`src/rtl/div_clk_ratio_detector.sv`:
```
// div_clk_ratio_detector
//   Receive-side companion to the selectable clock divider. It samples a
//   divided square wave in the clk domain and measures the number of clk
//   cycles between synchronized rising edges. It then decodes that period
//   back to the divide-select code that produced it:
//   00=1024, 01=2048, 10=4096, 11=8192 cycles.
//   After LOCK_N consecutive identical classifications it asserts valid.
//   It pulses err when lock is lost or when the input stalls.
//
// Ports
//   clk         system clock
//   rst         asynchronous, active-high reset
//   div_in      divided square wave under test (may be asynchronous)
//   code_out    decoded divide-select code; holds last locked value
//   valid       1 = locked; code_out / period_out trustworthy
//   period_out  most recent measured period in clk cycles
//   err         one-cycle pulse on loss of lock or input stall
//   state_dbg   current FSM state (0=IDLE, 1=MEASURE, 2=LOCKED)
module div_clk_ratio_detector #(
  parameter int SYNC_STAGES = 2,
  parameter int CNT_W       = 15,
  parameter int TOL         = 8,
  parameter int LOCK_N      = 2,
  parameter int TIMEOUT     = 16383
) (
  input  logic             clk,
  input  logic             rst,
  input  logic             div_in,
  output logic [1:0]       code_out,
  output logic             valid,
  output logic [CNT_W-1:0] period_out,
  output logic             err,
  output logic [1:0]       state_dbg
);

  localparam logic [1:0] S_IDLE    = 2'd0;
  localparam logic [1:0] S_MEASURE = 2'd1;
  localparam logic [1:0] S_LOCKED  = 2'd2;

  localparam int MW = (LOCK_N < 2) ? 1 : $clog2(LOCK_N + 1);
  localparam logic [CNT_W-1:0] TIMEOUT_C = CNT_W'(TIMEOUT);

  function automatic logic [CNT_W-1:0] nominal(input int k);
    nominal = CNT_W'(1 << (10 + k));
  endfunction

  logic [1:0]             state_q, state_d;
  logic [SYNC_STAGES-1:0] sync_q;
  logic                   sync_d;
  logic                   rise;
  logic [CNT_W-1:0]       cnt;
  logic                   cnt_at_to;
  logic [CNT_W-1:0]       period_meas;
  logic                   cls_hit;
  logic [1:0]             cls_code;
  logic [MW-1:0]          matches_q, matches_d, matches_upd;
  logic [1:0]             cand_q, cand_d, cand_upd;
  logic                   lock_hit;
  logic                   locked_ok;
  logic [1:0]             code_d;
  logic                   valid_d;
  logic [CNT_W-1:0]       period_d;
  logic                   err_d;

  // Synchronizer plus one delay flop; the added latency is identical for
  // every edge, so periods measured between rises are exact.
  always_ff @(posedge clk or posedge rst) begin
    if (rst) begin
      sync_q <= '0;
      sync_d <= 1'b0;
    end else begin
      sync_q <= {sync_q[SYNC_STAGES-2:0], div_in};
      sync_d <= sync_q[SYNC_STAGES-1];
    end
  end

  assign rise = sync_q[SYNC_STAGES-1] & ~sync_d;

  // Saturating period counter; restarts on every rise.
  assign cnt_at_to = (cnt == TIMEOUT_C);

  always_ff @(posedge clk or posedge rst) begin
    if (rst) begin
      cnt <= '0;
    end else if (rise) begin
      cnt <= '0;
    end else if (!cnt_at_to) begin
      cnt <= cnt + CNT_W'(1);
    end
  end

  // The rise cycle itself belongs to the period, hence the +1.
  assign period_meas = cnt + CNT_W'(1);

  // Window match |P - nominal| <= TOL, done as two unsigned compares.
  always_comb begin
    cls_hit  = 1'b0;
    cls_code = 2'd0;
    for (int k = 0; k < 4; k++) begin
      if (period_meas >= nominal(k) - CNT_W'(TOL) &&
          period_meas <= nominal(k) + CNT_W'(TOL)) begin
        cls_hit  = 1'b1;
        cls_code = 2'(k);
      end
    end
  end

  // Match-run bookkeeping for the measurement taken on this rise.
  always_comb begin
    if (cls_hit && matches_q != '0 && cls_code == cand_q) begin
      matches_upd = matches_q + MW'(1);
    end else if (cls_hit) begin
      matches_upd = MW'(1);
    end else begin
      matches_upd = '0;
    end
    cand_upd  = cls_hit ? cls_code : cand_q;
    lock_hit  = (matches_upd >= MW'(LOCK_N));
    locked_ok = cls_hit && (cls_code == code_out);
  end

  // State register
  always_ff @(posedge clk or posedge rst) begin
    if (rst) begin
      state_q <= S_IDLE;
    end else begin
      state_q <= state_d;
    end
  end

  // Next-state logic; a rise always wins over a simultaneous timeout.
  always_comb begin
    state_d = state_q;
    case (state_q)
      S_IDLE: begin
        if (rise) state_d = S_MEASURE;
      end
      S_MEASURE: begin
        if (rise) begin
          if (lock_hit) state_d = S_LOCKED;
        end else if (cnt_at_to) begin
          state_d = S_IDLE;
        end
      end
      S_LOCKED: begin
        if (rise) begin
          if (!locked_ok) state_d = S_MEASURE;
        end else if (cnt_at_to) begin
          state_d = S_IDLE;
        end
      end
      default: state_d = S_IDLE;
    endcase
  end

  // Output / datapath next values
  always_comb begin
    code_d    = code_out;
    valid_d   = valid;
    period_d  = period_out;
    err_d     = 1'b0;
    matches_d = matches_q;
    cand_d    = cand_q;
    case (state_q)
      S_IDLE: begin
        if (rise) matches_d = '0;
      end
      S_MEASURE: begin
        if (rise) begin
          period_d  = period_meas;
          matches_d = matches_upd;
          cand_d    = cand_upd;
          if (lock_hit) begin
            code_d  = cand_upd;
            valid_d = 1'b1;
          end
        end else if (cnt_at_to) begin
          err_d     = 1'b1;
          valid_d   = 1'b0;
          matches_d = '0;
        end
      end
      S_LOCKED: begin
        if (rise) begin
          period_d = period_meas;
          if (!locked_ok) begin
            // The mismatching period seeds the next match run.
            err_d     = 1'b1;
            valid_d   = 1'b0;
            matches_d = cls_hit ? MW'(1) : '0;
            cand_d    = cand_upd;
          end
        end else if (cnt_at_to) begin
          err_d     = 1'b1;
          valid_d   = 1'b0;
          matches_d = '0;
        end
      end
      default: ;
    endcase
  end

  always_ff @(posedge clk or posedge rst) begin
    if (rst) begin
      code_out   <= 2'd0;
      valid      <= 1'b0;
      period_out <= '0;
      err        <= 1'b0;
      matches_q  <= '0;
      cand_q     <= 2'd0;
    end else begin
      code_out   <= code_d;
      valid      <= valid_d;
      period_out <= period_d;
      err        <= err_d;
      matches_q  <= matches_d;
      cand_q     <= cand_d;
    end
  end

  assign state_dbg = state_q;

endmodule
```
`config.mk`:
```
export PLATFORM = sky130hd
export DESIGN_NAME = div_clk_ratio_detector
export DESIGN_NICKNAME = d
export VERILOG_FILES = /design/src/rtl/div_clk_ratio_detector.sv
export SDC_FILE = /design/constraint.sdc
export NUM_CORES = 1
export LEC_CHECK = 0
export CAP_MARGIN = 0
export CORE_MARGIN = 4
export CORE_UTILIZATION = 54
export CTS_BUF_LIST = sky130_fd_sc_hd__clkbuf_4 sky130_fd_sc_hd__clkbuf_8
export CTS_CLUSTER_SIZE = 40
export DETAILED_ROUTE_END_ITERATION = 10
export PLACE_DENSITY = 0.78
export SYNTH_ARGS = -nofsm -noshare
export SYNTH_HDL_FRONTEND = slang
export SYNTH_SLANG_ARGS = --single-unit
```
`constraint.sdc`:
```
create_clock -name clk -period 3.3 [get_ports clk]
set_clock_uncertainty 0.05 [all_clocks]
set_input_delay 0.33 -clock clk [delete_from_list [all_inputs] [get_ports clk]]
set_output_delay 0.33 -clock clk [all_outputs]
set_load 0.03 [all_outputs]
```
# Word level (Yosys, flattened, before mapping)
# Cells that the tools add are included.
# word_totals
input_bits	3
word_cells	93
reg_bits	43
output_inout_bits	21
# op_classes
mux	40
n_reduce_logical	18
order_cmp	9
bitwise_logic	2
n_eq_ne	12
addsub	2
# ops
cell	count
2-bit 2-to-1 mux	18
15-bit 2-to-1 mux	2
15-bit by 1-bit adder with 15-bit output, second input constant	1
15-bit by 14-bit == test with 1-bit output, second input constant	1
15-bit by 10-bit >= comparator with 1-bit output, second input constant	1
15-bit by 11-bit >= comparator with 1-bit output, second input constant	1
15-bit by 12-bit >= comparator with 1-bit output, second input constant	1
15-bit by 13-bit >= comparator with 1-bit output, second input constant	1
15-bit by 11-bit less-or-equal comparator with 1-bit output, second input constant	1
15-bit by 12-bit less-or-equal comparator with 1-bit output, second input constant	1
15-bit by 13-bit less-or-equal comparator with 1-bit output, second input constant	1
15-bit by 14-bit less-or-equal comparator with 1-bit output, second input constant	1
1-bit 2-to-1 mux	15
2-bit case mux with 3 select lines	2
3-bit AND reduction	4
2-bit inequality test, second input constant	5
1-bit logical AND	7
3-bit inequality test, second input constant	2
2-bit == test	2
1-bit case mux with 2 select lines	2
2-bit case mux with 2 select lines	1
4-bit AND reduction	1
2-bit nonzero test	2
3-bit nonzero test	1
9 further kinds	9

# Longest topological paths before layout
# Gate-level depths: netlist of the first run.
# depth
ltp_word	14
mapped_depth	11
ltp_nobuf	10

# Worst setup path before layout of the first run
# Ideal clock, no wire load.
# synth_timing
kind	register to register
from	register cnt[1]
to	register code_out[1]
path_buffers	1
period_less_slack_ps	3383
arrival_ps	3208
setup_slack_ps	-83
stages_incl_launch_ff	12
t_required_ps	3125
setup_time_ps	125
path_cell_list	dfrtp_1 -> ha_1 -> and3_1 -> clkbuf_2 -> or4_4 -> a2111oi_4 -> nand4_1 -> a31oi_1 -> nand2_1 -> a221o_2 -> nor2_1 -> mux2_2
# synth_via
elab_chain_len	12
elab_cells_between_ends	28
cone_classes	add/sub (1); order compare (9); eq/ne (1); mux (10); reduce/logical (7)
# synth_rtl
item	line	source
start: declaration	51	logic [CNT_W-1:0] cnt;
start signal: assignment	88	cnt <= cnt + CNT_W'(1);
15-bit by 1-bit adder with 15-bit output (*)	93	assign period_meas = cnt + CNT_W'(1);
15-bit by 10-bit >= comparator with 1-bit output / 15-bit by 11-bit less-or-equal comparator with 1-bit output (equally long branches)	100, 101	
1-bit logical AND	100	if (period_meas >= nominal(k) - CNT_W'(TOL) &&
1-bit 2-to-1 mux (4 in series)	100	
1-bit logical AND (2 in series)	110	if (cls_hit && matches_q != '0 && cls_code == cand_q) begin
2-bit 2-to-1 mux	110	
2-bit >= comparator	118	lock_hit = (matches_upd >= MW'(LOCK_N));
3-bit AND reduction (no line)	n/a	
end signal: assignment	212	code_out <= code_d;
end: declaration	29	output logic [1:0] code_out,
# Every way passes the cells marked *; elsewhere a longest branch is shown, timed or not.
# A chain may end at the register's enable or synchronous reset.

# Worst setup path in the final report of the first run
# layout_timing
from	register cnt[0]
to	register code_out[1]
# The elaborated chain is that of the path after synthesis.

==> flow_metrics.tcl, run 1 <==
set metrics [dict create \
    outcome "finished clean" \
    hp-class "register to register" \
    rsz0062_at_grt "true" \
    die_w_um 79.4 \
    place.gp.congestion 0.922 \
    seqPwrFrac_pct 43.7 \
    swShare_pct 35.4 \
    dpl_cell_area_um2 3140 \
    drive_gt1_share_pct 24.6 \
    synth-seq-cells 43 \
    final_common_cell "dfrtp_1" \
    synth-compound-area-share_pct 22.3 \
    synth_top_family_by_area "simple AND/OR/NAND/NOR gates" \
    finalHoldViolCount 0 \
    async_reset_ff_share_pct 100 \
    ioPinCount 24 \
    power_switching_uw 516 \
    stdcell_count 401 \
    p_clk_share_pct 23.5 \
    postRouteAntennaNets 0 \
    drv_slew 0 \
    synth-main-ff-cell "dfrtp_1" \
    grt_pass1_vias 2337 \
    cts_inserted_buffers 5 \
    syn-cell-area_um2 2750 \
    cp.required_ns 3.44 \
    core_area_um2 4820 \
    slew_headroom_pct 45.6 \
    critPathTopFamily "compound AO/OA/AOI/OAI gates" \
    root_buffer "clkbuf_8" \
    worstSkewPairLatency_ns 0.30 \
    yosys.area.top_type "dfrtp_1" \
    path_max_fanout 4 \
    cts-htree-levels 2 \
    final_cell_area_um2 3420 \
    worstSetupPathType "register to register" \
    post_drt_wl_per_cell_um 17.5 \
    die_y_um 79.4 \
    p_int_uw 943 \
    power.density_nw_per_um2 427 \
    p_total_mw 1.46 \
    grt_max_degree 26 \
    seq_area_frac_synth_pct 39.1 \
    dr_total_vias 2511 \
    clk_path_buf_depth 2 \
    cap_violations 0 \
    use_met3_pct 4.18 \
    cp.arrival_ns 3.40 \
    grt_pass1_wl_mm 11.0 \
    use_met2_pct 34.3 \
    syn_to_final_growth_pct 24.3 \
    syn-mean-instance-area_um2 9.14 \
    ys_types 65 \
    firstDrtPassIters 5 \
    synthMuxAreaShare_pct 2.73 \
    synth_top_cell_area_share_pct 39.1 \
    grt_usage_pct 22.2 \
    tightest_slew_ns 0.814 \
    vdd_drop_max_mv 0.377 \
    dieArea_um2 6300 \
    syn_inst 301 \
    power_frac_comb_pct 32.8 \
    use_met1_pct 30.9 \
    first_iter_violations 288 \
    finalWirelength_mm 7.01 \
    synth.area.top_cells "dfrtp_1, o21ai_0, nand2_1, xnor2_1, a21oi_1" \
    worstSetupStartpointType "register" \
    grt.busiest_layer "met2" \
    ys_warn_count 0 \
    cp-end-kind "register" \
    dpl.hpwl_mm 4.78 \
    viasPerCell 6.26 \
    cts_tree "yes" \
    synthSimpleGateAreaFrac_pct 23.6 \
    dp_cells 392 \
    diodes 0 \
    drc 0 \
    min_period_ns 3.26 \
    fmax_ghz 0.306 \
    path_clk_slew_ns 0.08 \
    slowest_stage "a221o_2" \
    grt-ovfl-total 0 \
    fp-row-count 25 \
    synth_xor_area_share_pct 4.14 \
    antenna_found_initial 0 \
    clkSinkCount 43 \
    initial_core_util_pct 57.1 \
    nets 344 \
    portBuffers 23 \
    p_leak_nw 1.34 \
    cp_cell_sequence "ha_4 -> and3_4 -> or4_4 -> a2111oi_4 -> nand4_1 -> a31oi_4 -> nand2_2 -> a221o_2 -> nor2_4 -> mux2_4" \
    postSynthNetCount 311 \
    synth_fa_ha_area_share_pct 3.18 \
    fill_cells 376 \
    synth_edf_count 0 \
    finalCritPeriodShare_pct 98.9 \
    hold_slack_ns 0.306 \
    setup_viol 0 \
    critPathMaxStageDelay_ns 0.47 \
    most-common-layout-cells "dfrtp_1, nand2_1, clkdlybuf4s50_1" \
    cp_num_buf_inv 0 \
    dp_worst_setup_slack_ns 0.00554 \
    fin_ws_ns 0.0356 \
]
==> stage by stage <==
| step | utilization (%) | TNS [ns] |
|---|---|---|
| finish | 71.0 | 0 |
| global route | 71.0 | -0.400 |
| CTS | 67.2 | 0 |
| detailed placement | 65.1 | 0 |
| global placement | 65.1 | 0 |
| floorplan | - | 0 |
==> per-layer routing <==
| metal | share of wire [%] | vias to the layer above | routed length [µm] |
|---|---|---|---|
| li1 | - | 1169 | - |
| met1 | 45 | 1184 | 3140 |
| met2 | 46 | 141 | 3200 |
| met3 | 7.1 | 17 | 499 |
| met4 | 2.4 | 0 | 170 |
| met5 | 0 | - | 0 |
==> sequential cells by signal, indices dropped and copies added, names as in the netlist <==
name,cells
matches_q,2
cnt,15
sync_q,2
cand_q,2
state_dbg,2
err,1
sync_d,1
valid,1
code_out,2
period_out,15
==> synth_stat cells, types with 6 or more instances <==
library cell  instances
nand3_1               8
and2_1                7
inv_1                11
xnor2_1              11
o21ai_0              23
nor2_1               14
ha_1                  7
a21oi_1              19
nand4_1              10
nand2_1              29
clkbuf_1             13
a211oi_1              9
dfrtp_1              43
o21a_1                6
==> power groups by stage <==
stage	registers, mW	logic, mW	clock network [mW]
global route	0.648	0.516	0.367
floorplan	0.698	0.243	0
detailed placement	0.637	0.445	0
global placement	0.635	0.440	0
CTS	0.627	0.447	0.347
finish	0.637	0.479	0.343
==> worst reg2reg max path, stage by stage, from the launching register on <==
cell	delay, ns
dfrtp_1	0.43
ha_4	0.20
and3_4	0.18
or4_4	0.42
a2111oi_4	0.35
nand4_1	0.22
a31oi_4	0.28
nand2_2	0.08
a221o_2	0.47
nor2_4	0.16
mux2_4	0.31
==> final timing paths <==
path                            startpoint  depth (start not counted)  slack [ns]            end
worst max-delay path                cnt[0]                         10        0.04    code_out[1]
worst min-delay path             sync_q[0]                          0        0.31      sync_q[1]
worst max register to register      cnt[0]                         10        0.04    code_out[1]
worst min register to register   sync_q[0]                          0        0.31      sync_q[1]
max in group asynchronous              rst                          3        2.17         cnt[4]
min in group asynchronous              rst                          2        0.32  period_out[1]
==> final cells by class <==
type	instances	area, µm²	area share [%]
clock buffers	6	82.6	2.41
clock inverters	1	5.00	0.146
inverters	12	45.0	1.32
multi-input cells	226	1710	50.0
flip-flops and latches	43	1080	31.5
well taps	67	83.8	2.45
repair buffers	46	414	12.1
==> cell families after synthesis <==
family | after synthesis
flip-flops | 43
AND/OR/NAND/NOR | 113
multiplexers | 7
AO/OA/AOI/OAI | 86
adder cells (fa/ha/maj) | 7
XOR/XNOR | 13
buffers and inverters | 32
==> repair_timing <==
| item | CTS | global route |
|---|---|---|
| setup buffers | 0 | 2 |
| gates resized for setup | 2 | 36 |
| hold buffers | 0 | 0 |
| pin swaps | 1 | 13 |
| endpoints found under the setup margin | 2 | 8 |
No activity file was read; power rests on OpenSTA's default activity.
==> inputs of run 2 (changes only) <==
--- a/config.mk
+++ b/config.mk
@@ -12,6 +12,7 @@
 export CTS_CLUSTER_SIZE = 40
 export DETAILED_ROUTE_END_ITERATION = 10
 export PLACE_DENSITY = 0.78
+export SETUP_SLACK_MARGIN = 0.02
 export SYNTH_ARGS = -nofsm -noshare
 export SYNTH_HDL_FRONTEND = slang
 export SYNTH_SLANG_ARGS = --single-unit
==> flow_metrics.tcl, run 2 (synthesis results as in run 1) <==
set metrics [dict create \
    outcome "finished with violations" \
    dieArea_um2 6300 \
    cp.arrival_ns 3.56 \
    wl_met3_um 518 \
    place.gp.congestion 0.910 \
    grt-ovfl-total 0 \
    finalWirelength_mm 7.55 \
    grt_pass1_wl_mm 11.8 \
    cts-htree-levels 2 \
    clk_path_buf_depth 2 \
    setup_tns_ns -0.471 \
    dp_worst_setup_slack_ns -0.0596 \
    post_drt_wl_per_cell_um 18.1 \
    tightest_slew_ns 0.838 \
    fmax_ghz 0.292 \
    drc 0 \
    cap_violations 0 \
    die_w_um 79.4 \
    top_layer "met4" \
    final_common_cell "dfrtp_1" \
    violations "negative setup slack" \
    first_iter_violations 306 \
    rr_worst_depth 10 \
    slew_headroom_pct 44.0 \
    dr_total_vias 2629 \
    min_period_ns 3.42 \
    core_area_um2 4820 \
    root_buffer "clkbuf_8" \
    ioPinCount 24 \
    setup_viol 6 \
    initial_core_util_pct 57.1 \
    drv_slew 0 \
    postRouteAntennaNets 0 \
    firstDrtPassIters 5 \
    clkSinkCount 43 \
    most-common-layout-cells "dfrtp_1, buf_4, nand2_1" \
    worstSetupPathType "register to register" \
    syn_to_final_growth_pct 30.3 \
    p_leak_nw 1.44 \
    die_y_um 79.4 \
    worstSkewPairLatency_ns 0.30 \
    grt_max_degree 26 \
    rsz0062_at_grt "true" \
    drive_gt1_share_pct 28.2 \
    p_total_mw 1.54 \
    cp-end-kind "register" \
    wl_met1_mm 3.23 \
    cp.required_ns 3.44 \
    grt_pass1_vias 2462 \
    finalHoldViolCount 0 \
    path_max_fanout 5 \
    fin_ws_ns -0.125 \
    dpl.hpwl_mm 5.04 \
    worstSetupStartpointType "register" \
    vdd_drop_max_mv 0.327 \
    fp-row-count 25 \
    portBuffers 23 \
    viasPerCell 6.29 \
    cts_tree "yes" \
    path_clk_slew_ns 0.08 \
    nets 360 \
    wl_met2_mm 3.49 \
    finalCritPeriodShare_pct 104 \
    hp-class "input port to asynchronous set/reset pin" \
    grt_usage_pct 23.7 \
    final_util_pct 74.4 \
    antenna_found_initial 0 \
    diodes 0 \
    cts_inserted_buffers 5 \
    reg_top3 "cnt: 15 flops, period_out: 15 flops" \
    power.density_nw_per_um2 430 \
]
[run 2: cell types whose count changed in the layout (fill, tap and decap cells not counted), sizes merged]
cell | before | now
clkinv | 2 | 1
buf | 23 | 39
clkbuf | 6 | 8
[run 2: metal layers]
metal / vias to the layer above / track usage [%]
met4: 0 / 10.5
met3: 39 / 4.74
met2: 141 / 35.6
li1: 1208 / -
met1: 1241 / 33.0
met5: - / 0
[run 2: worst max-delay path, cell delays in order (launching register included)]
cell	delay [ns]
dfrtp_2	0.45
ha_4	0.19
and3_4	0.18
or4_4	0.43
a2111oi_4	0.46
nand4_1	0.28
a31oi_4	0.32
nand2_2	0.09
a221o_2	0.43
nor2_4	0.15
mux2_4	0.30
[run 2: final cells by class]
type                       count  area [µm²]
multi-input combinational    226        1730
tap                           67        83.8
fill                         353        1230
inverter                      12        45.0
clock buffer                   8         104
timing repair buffer          62         543
sequential                    43        1080
[run 2: per-stage QoR]
step / instance area [µm²] / hold slack (ns) / cells
3_5_place_dp: 3200 / 0.292 / 398
5_1_grt: 3590 / 0.323 / 418
3_3_place_gp: 3200 / 0.283 / 398
4_1_cts: 3380 / 0.307 / 413
6_report: 3590 / 0.292 / 418
2_1_floorplan: 2770 / 0.281 / 301
[run 2: what timing repair did]
item,in CTS,in global routing
endpoints found under the setup margin,6,9
gates resized for setup,3,35
pin swaps,4,23
hold buffers,0,0
buffers inserted,7,6
[run 2: power by group]
group | leakage (nW) | switching [mW] | internal (mW)
registers | 0.576 | 0.0554 | 0.581
clock network | 0.0549 | 0.171 | 0.199
logic | 0.808 | 0.312 | 0.225
total | 1.44 | 0.538 | 1.01
[run 2: path summary, 6_finish.rpt]
| kind | start | to | slack, ns |
|---|---|---|---|
| hold / removal | rst | sync_q[1] | 0.29 |
| setup reg to reg | cnt[1] | code_out[1] | -0.12 |
| min in group clk | sync_q[0] | sync_q[1] | 0.30 |
| setup / recovery | cnt[1] | code_out[1] | -0.12 |
| max in group asynchronous | rst | cnt[4] | 2.20 |
| hold reg to reg | sync_q[0] | sync_q[1] | 0.30 |
